--- config.mk ---
export PLATFORM = sky130hd
export DESIGN_NAME = dot_accum_seq
export DESIGN_NICKNAME = d
export VERILOG_FILES = /design/src/rtl/dot_accum_seq.sv
export SDC_FILE = /design/constraint.sdc
export NUM_CORES = 1
export LEC_CHECK = 0
export BUFFER_PORTS_ARGS = -buffer_cell sky130_fd_sc_hd__buf_2
export CAP_MARGIN = 20
export CORE_MARGIN = 8
export CORE_UTILIZATION = 36
export DETAILED_ROUTE_END_ITERATION = 10
export PLACE_DENSITY_LB_ADDON = 0.05
export SETUP_SLACK_MARGIN = 0.2
export SLEW_MARGIN = 40
export SYNTH_ARGS = -nofsm -noshare
export SYNTH_HDL_FRONTEND = slang
export SYNTH_SLANG_ARGS = --single-unit
--- constraint.sdc ---
create_clock -name clk -period 3.3 [get_ports clk]
set_clock_uncertainty 0.05 [all_clocks]
set_input_delay 0.66 -clock clk [delete_from_list [all_inputs] [get_ports clk]]
set_output_delay 0.66 -clock clk [all_outputs]
set_load 0.1 [all_outputs]
--- src/rtl/dot_accum_seq.sv ---
// ---------------------------------------------------------------------------
// dot_accum_seq
//
// Drives adder_2in_2out in the TPU accumulate path. A stream of DATA_WIDTH
// partial products arrives on term_data. The sequencer sends each term to the
// adder on add_a and feeds the registered adder sum {add_hi, add_low} back on
// add_b. After VEC_LEN terms it captures the dot product into a one-entry
// result slot that has a valid/ready handshake.
//
// Optional build macro:
//   DOT_ACCUM_BIAS_EN - adds bias_in. The first term of each vector is then
//                       added to bias_in instead of 0.
//
// Ports:
//   clk         single clock, rising edge
//   rst_n       synchronous active-low reset
//   term_data   unsigned partial product
//   term_valid  term_data valid
//   term_ready  sequencer accepts a term this cycle
//   add_a       to adder in_a (0 when no term is accepted)
//   add_b       to adder in_b (0/bias on first term, else the adder's sum)
//   add_low     from adder low_sum
//   add_hi      from adder hi_sum
//   res_data    captured dot product {add_hi, add_low}
//   res_valid   res_data valid
//   res_ready   consumer takes the result
//   bias_in     starting value of the sum (DOT_ACCUM_BIAS_EN only)
//   busy        a vector is in progress (state != IDLE)
// ---------------------------------------------------------------------------
module dot_accum_seq #(
  parameter int DATA_WIDTH = 18,
  parameter int VEC_LEN    = 16,
  parameter int CNT_W      = $clog2(VEC_LEN + 1)
) (
  input  logic                    clk,
  input  logic                    rst_n,
  input  logic [DATA_WIDTH-1:0]   term_data,
  input  logic                    term_valid,
  output logic                    term_ready,
  output logic [DATA_WIDTH-1:0]   add_a,
  output logic [2*DATA_WIDTH-1:0] add_b,
  input  logic [DATA_WIDTH-1:0]   add_low,
  input  logic [DATA_WIDTH-1:0]   add_hi,
  output logic [2*DATA_WIDTH-1:0] res_data,
  output logic                    res_valid,
  input  logic                    res_ready,
`ifdef DOT_ACCUM_BIAS_EN
  input  logic [2*DATA_WIDTH-1:0] bias_in,
`endif
  output logic                    busy
);

  localparam int ACC_W = 2 * DATA_WIDTH;

  // Count value held while the last term of a vector is being accepted.
  localparam logic [CNT_W-1:0] LAST_CNT = CNT_W'(VEC_LEN - 1);

  typedef enum logic [1:0] {
    IDLE,
    ACCUM,
    DRAIN,
    HOLD
  } state_t;

  state_t           state;
  logic [CNT_W-1:0] cnt;
  logic [ACC_W-1:0] acc;
  logic [ACC_W-1:0] first_b;
  logic             accept;
  logic             slot_free;
  logic             capture;

  assign acc = {add_hi, add_low};

`ifdef DOT_ACCUM_BIAS_EN
  assign first_b = bias_in;
`else
  assign first_b = '0;
`endif

  // The adder has no reset. Its sum is never trusted until a first term has
  // been sent with add_b = 0 (or the bias). During reset both operands are
  // forced to 0.
  always_comb begin
    // NOTE: every output of this block gets a default value first. A missing
    // branch then keeps the default instead of inferring a latch.
    term_ready = 1'b0;
    add_a      = '0;
    add_b      = '0;
    if (rst_n) begin
      case (state)
        IDLE: begin
          term_ready = 1'b1;
          add_b      = term_valid ? first_b : '0;
        end
        ACCUM: begin
          term_ready = 1'b1;
          add_b      = acc;
        end
        // The final sum recirculates (add_a = 0) until the slot takes it.
        DRAIN, HOLD: add_b = acc;
        default: ;
      endcase
      // add_a stays at 0 on idle cycles, so the running sum holds.
      if (term_ready && term_valid) add_a = term_data;
    end
  end

  assign accept    = term_valid && term_ready;
  assign slot_free = !res_valid || res_ready;
  assign capture   = ((state == DRAIN) || (state == HOLD)) && slot_free;
  assign busy      = (state != IDLE);

  always_ff @(posedge clk) begin
    // NOTE: state elements are updated with non-blocking assignments only.
    // Every register then samples values from before this edge.
    if (!rst_n) begin
      state     <= IDLE;
      cnt       <= '0;
      res_valid <= 1'b0;
      res_data  <= '0;
    end else begin
      // Result slot. A capture in the same cycle as a pop replaces the entry
      // and keeps res_valid high.
      if (capture) begin
        res_data  <= acc;
        res_valid <= 1'b1;
      end else if (res_valid && res_ready) begin
        res_valid <= 1'b0;
      end

      case (state)
        IDLE: begin
          if (accept) begin
            cnt   <= CNT_W'(1);
            state <= (VEC_LEN == 1) ? DRAIN : ACCUM;
          end
        end
        ACCUM: begin
          if (accept) begin
            cnt <= cnt + CNT_W'(1);
            if (cnt == LAST_CNT) state <= DRAIN;
          end
        end
        DRAIN, HOLD: begin
          if (slot_free) begin
            cnt   <= '0;
            state <= IDLE;
          end else begin
            state <= HOLD;
          end
        end
        default: state <= IDLE;
      endcase
    end
  end

endmodule

### Yosys cells after proc, flatten, opt, wreduce, memory -nomap -nowiden

Index checks and enable logic that the tools add are counted.

| cells by class | value |
|---|---|
| mux-type cells | 18 |
| equal/unequal tests | 8 |
| reduce and logical (&&, ||, !) cells | 15 |
| add/sub/neg operators | 1 |

Operators by type and width:

| cell | number |
|---|---|
| case mux 36 bit (2 select lines) | 1 |
| 2-to-1 mux 18 bit | 2 |
| 2-to-1 mux 36 bit | 1 |
| 2-to-1 mux 5 bit | 3 |
| case mux 5 bit (3 select lines) | 1 |
| 2-to-1 mux 2 bit | 4 |
| != test 2 bit, second input constant | 4 |
| case mux 2 bit (3 select lines) | 1 |
| AND reduction 3 bit | 2 |
| adder 5 x 1 -> 5 bit, second input constant | 1 |
| == test 5 x 4 -> 1 bit, second input constant | 1 |
| 2-to-1 mux 1 bit | 5 |
| == test 2 bit, second input constant | 2 |
| logical AND 1 bit | 4 |
| nonzero test 2 bit | 2 |
| OR reduction 2 bit | 2 |
| OR reduction 3 bit | 1 |
| == test 2 x 1 -> 1 bit, second input constant | 1 |
| zero test 2 bit | 1 |
| logical OR 1 bit | 2 |
| zero test 1 bit | 1 |

| storage, ports and cells | value |
|---|---|
| output and inout port bits | 93 |
| flip-flop bits (word level) | 44 |
| word-level logic and storage cells | 46 |
| input bits | 58 |

### Longest topological paths before layout

| logic depth | value |
|---|---|
| word-level depth | 8 |
| depth in mapped cells | 6 |
| depth with buffers taken out | 6 |

### Worst setup path before layout

OpenSTA, ideal clock, no wires.

| timing path | value |
|---|---|
| path kind | reg-to-output |
| from | reg state[1] |
| to | out add_b[12] |
| cell stages (with the launch flop) | 5 |
| path buffers | 1 |
| setup slack | 0.059 ns |
| data required time | 2.590 ns |
| arrival time | 2.531 ns |
| cells stage by stage | dfxtp_1 > nor2_1 > inv_1 > clkbuf_1 > and3_1 |

| between the ends | value |
|---|---|
| word-level cells in the longest chain between the ends | 4 |
| elaborated cells between the ends (all ways) | 7 |
| those cells by class | eq/ne (3); mux (2); reduce/logical (2) |

RTL lines:

| element | RTL line | text |
|---|---|---|
| start: declaration | 65 | `state_t state;` |
| start signal: assignment | 136 | `state <= (VEC_LEN == 1) ? DRAIN : ACCUM;` |
| == test 2 bit or == test 2 x 1 -> 1 bit (tied branches) | 91 | `case (state)` |
| OR reduction 3 bit (no line) | -- |  |
| case mux 36 bit (2 select lines) * | 91 |  |
| 2-to-1 mux 36 bit * | 90 | `if (rst_n) begin` |
| end: declaration | 41 | `output logic [2*DATA_WIDTH-1:0] add_b,` |

Every way passes the cells marked *; elsewhere a longest branch is shown, timed or not.

### Worst setup path in the final report

| timing path | value |
|---|---|
| from | in rst_n |
| to | out add_b[27] |

| between the ends | value |
|---|---|
| word-level cells in the longest chain between the ends | 1 |

RTL lines:

| element | RTL line | text |
|---|---|---|
| start: declaration | 36 | `input logic rst_n,` |
| 2-to-1 mux 36 bit | 90 |  |

Every way passes these cells.

==> metrics <==
outcome=finished, final reports clean; final net count=469; Total Neg Setup Slack=0 ns; portion of total power attributed to the clock network=0.258; clk buf depth=2; critical path start-end classification=in2out; sequential group share of total power=0.447; number of hold-slack violations in the final timing report=0; endpoint required time on the critical path=2.59 ns; final setup vio count=0; vias per inst=4.684; cell internal pwr=0.0007727 W; final weighted congestion in routability-driven placement=0.7713; highest clock rate=0.3892 GHz; wire length of the first global-routing pass=10.84 mm; top cells by instance count after synthesis=78 x nand2_1, 44 x dfxtp_1, 39 x a21boi_0; maximum vdd ir drop=0.2238 mV; most numerous cell in the Yosys netlist=nand2_1; number of distinct standard cells referenced by the synthesized netlist=26; share of the yosys chip area belonging to registers=0.4171; RR Startpoint=res_valid$_SDFFE_PN0P_; count of boundary I/O pins=151; RSZ-0062 raised after global routing=false; cell with the largest stage delay on the worst path=buf_2; count of filler cells inserted in the layout=551; count of cells along the worst hold path=2; source of the worst hold timing path=res_data[2]$_SDFFE_PN0P_; post-CTS setup buffer count=0; clock root buffer=clkbuf_8; Die Height=92.60 µm; delay of the slowest cell on the worst path=0.43 ns; area occupied by multi-input gates=1120 µm²; total area of sequential cells=880.8 µm²; post-synthesis xor/xnor area fraction=0; Psw=0.0004279 W; PD cells=369.5 nW/µm²; Std-Cell Core Area=5781 µm²; number of nets still failing antenna checks after routing=0; GRT Residual Overflow=0; Cells after Synth=268; port bufs=150; maximum number of pins on one net before global-route repair=37; Post-CTS Hold Buffers=0; total die area=8574 µm²; first-pass detailed-route iteration total=4; clock transition at the registers of the reported paths=0.07 ns; maximum fanout count along the critical path=33; kind of start point of the critical path=primary input; average instance area after synthesis=7.881 µm²; DRC=0; capturing element type of the critical path=output port; post-synthesis cell type with the largest combined area=dfxtp_1; basic-gate share of the synthesized area counting and, or, nand and nor cells=0.3507; Slew Limit Headroom=0.5417; filler-free cell count of the finished design=484; final total power=0.001201 W; total wire length=6.895 mm; Synth Warn #=0; total count of max-transition violations in the final report=0; via total after detailed routing=2267; largest family of logic cells by synthesized area=simple AND/OR/NAND/NOR gates; post-synthesis cell area=2112 µm²; via count of the first global-routing pass=2151; least setup slack across all paths after layout=0.7304 ns; number of rows in the core area=28; worst skew pair latency=0.29 ns; antenna violations before repair=0; final critical delay including setup and external delays=2.570 ns; number of flops mapped to enable cells by yosys=0; area growth from synthesis to layout=53.85%; Clock Sink Count=44; net switching fraction of the power=0.3564; Worst Setup Slack post-DPL=0.7179 ns; horizontal die dimension=92.60 µm; Starting Density=0.3654; worst r2r dst=res_data[26]$_SDFFE_PN0P_; share of final-layout standard cells stronger than drive strength 1=0.4108; total CTS buffers=5; top flip-flop cell by instance count after synthesis=dfxtp_1; Tot GR Track Use=0.1547; DR WL/cell=14.25 µm; max-cap check violation count=0; Post-Synthesis Net Count=328; WP data arrival=1.86 ns; path type of the worst min-delay path=reg2reg; slew at the pin with the worst max-slew slack=0.6874 ns; library cell appearing most often on the critical path=buf_2; Inst Count DP=477; sum of net half-perimeters after detailed placement=5.431 mm; PostCTS Resize Cnt=0; cell types with the largest area share after synthesis=dfxtp_1 42%, a21boi_0 14%, nand2_1 14%; part of the total power dissipated in combinational logic=0.295; fraction of the mapped netlist area in adder cells=0.01185; worst-case reg-to-reg path depth=5; count of antenna diodes in the layout=0; H-tree depth=2; internal reg-to-reg setup slack=1.68 ns; leakage power summed over all cells=1.659 nW; Starting DRT DRC Count=88; Post-synth ARST share=0; area share of the leading cell type in the synthesized netlist=0.4171; clock tree from TritonCTS=done; FF+latch count, synth=44; share of synthesized area spent on multiplexers=0.004739; final critical-path share of the clock period=0.7787; compound-gate portion of the synthesized area=0.1629; critical path cell sequence=buf_2, buf_4, and3_1, buf_2; endpoint with the worst hold slack=res_data[2]$_SDFFE_PN0P_
==> worst max-delay path by stage <==
stage	end	depth (start not counted)	from	slack, ns
2_1_floorplan	add_b[12]	4	state[1]$_SDFFE_PN0P_	0.56
3_3_place_gp	add_b[2]	4	rst_n	0.75
3_5_place_dp	add_b[27]	4	rst_n	0.72
4_1_cts	add_b[27]	4	rst_n	0.72
5_1_grt	add_b[7]	4	rst_n	0.63
6_report	add_b[27]	4	rst_n	0.73
==> power by group through the flow <==
stage               sequential, W  clock (W)  combinational (W)
floorplan                0.000548          0           0.000247
global placement         0.000549          0           0.000354
detailed placement       0.000549          0           0.000356
CTS                      0.000536   0.000326           0.000356
global route             0.000537   0.000345           0.000369
finish                   0.000536   0.000310           0.000354
==> per-stage QoR <==
step	hold slack [ns]	instance area, µm²	utilization
finish	0.4088	3249	0.5621
global placement	0.3959	3172	0.5487
global route	0.4265	3249	0.5621
CTS	0.4131	3249	0.5621
floorplan	0.4006	2113	-
detailed placement	0.4021	3172	0.5487
==> cell usage in the layout, fill, tap and decap left out <==
| cell type | netlist | routed |
|---|---|---|
| clkbuf_1 | 16 | 1 |
| clkbuf_8 | 0 | 5 |
| inv_1 | 3 | 3 |
| clkinv_2 | 0 | 1 |
| nand2_1 | 78 | 78 |
| a31oi_1 | 2 | 2 |
| nand4_1 | 1 | 1 |
| buf_12 | 0 | 18 |
| dfxtp_1 | 44 | 44 |
| a21oi_2 | 1 | 1 |
| o21ai_0 | 3 | 3 |
| and4bb_2 | 1 | 1 |
| a21boi_0 | 39 | 39 |
| buf_2 | 2 | 132 |
| nand3_1 | 4 | 4 |
| nor2_1 | 1 | 1 |
| nor2b_1 | 2 | 2 |
| buf_4 | 4 | 6 |
| mux2i_1 | 1 | 1 |
| nor3_2 | 1 | 1 |
| a21oi_1 | 3 | 3 |
| and3_1 | 37 | 37 |
| or3_1 | 1 | 1 |
| nand2b_1 | 1 | 1 |
| and2b_2 | 1 | 1 |
| ha_1 | 2 | 2 |
| and2_1 | 18 | 18 |
| and3b_2 | 1 | 1 |
| and2_2 | 1 | 1 |
==> sequential cells by signal, indices dropped and copies added (netlist names) <==
register / cells
res_data: 36
res_valid: 1
state: 2
cnt: 5
==> worst max-delay path: cells and delay by family <==
kind                   cells  cell delay (ns)
and+or+nand+nor            1             0.21
buffers and inverters      3             0.98
==> routing by layer <==
metal / GRT usage / vias up / share of wire
met5: 0 / - / 0
met2: 0.2610 / 84 / 0.49
met1: 0.1832 / 1011 / 0.41
li1: - / 1166 / -
met3: 0.05259 / 6 / 0.088
met4: 0.04027 / 0 / 0.0080
==> cells by family (layout without fill, tap and decap cells) <==
logic type      after synthesis  after routing
simple gates                148            148
compound gates               48             48
flops                        44             44
buf+inv                      25            166
fa+ha+maj                     2              2
mux                           1              1
==> layout make-up <==
type,instances,area share
flip-flops and latches,44,0.2711
clock inverters,1,0.001540
inverters,3,0.003466
repair buffers,156,0.3281
well taps,75,0.02888
clock buffers,6,0.02233
multi-input cells,199,0.3446
Power figures use the tool's default switching activity.
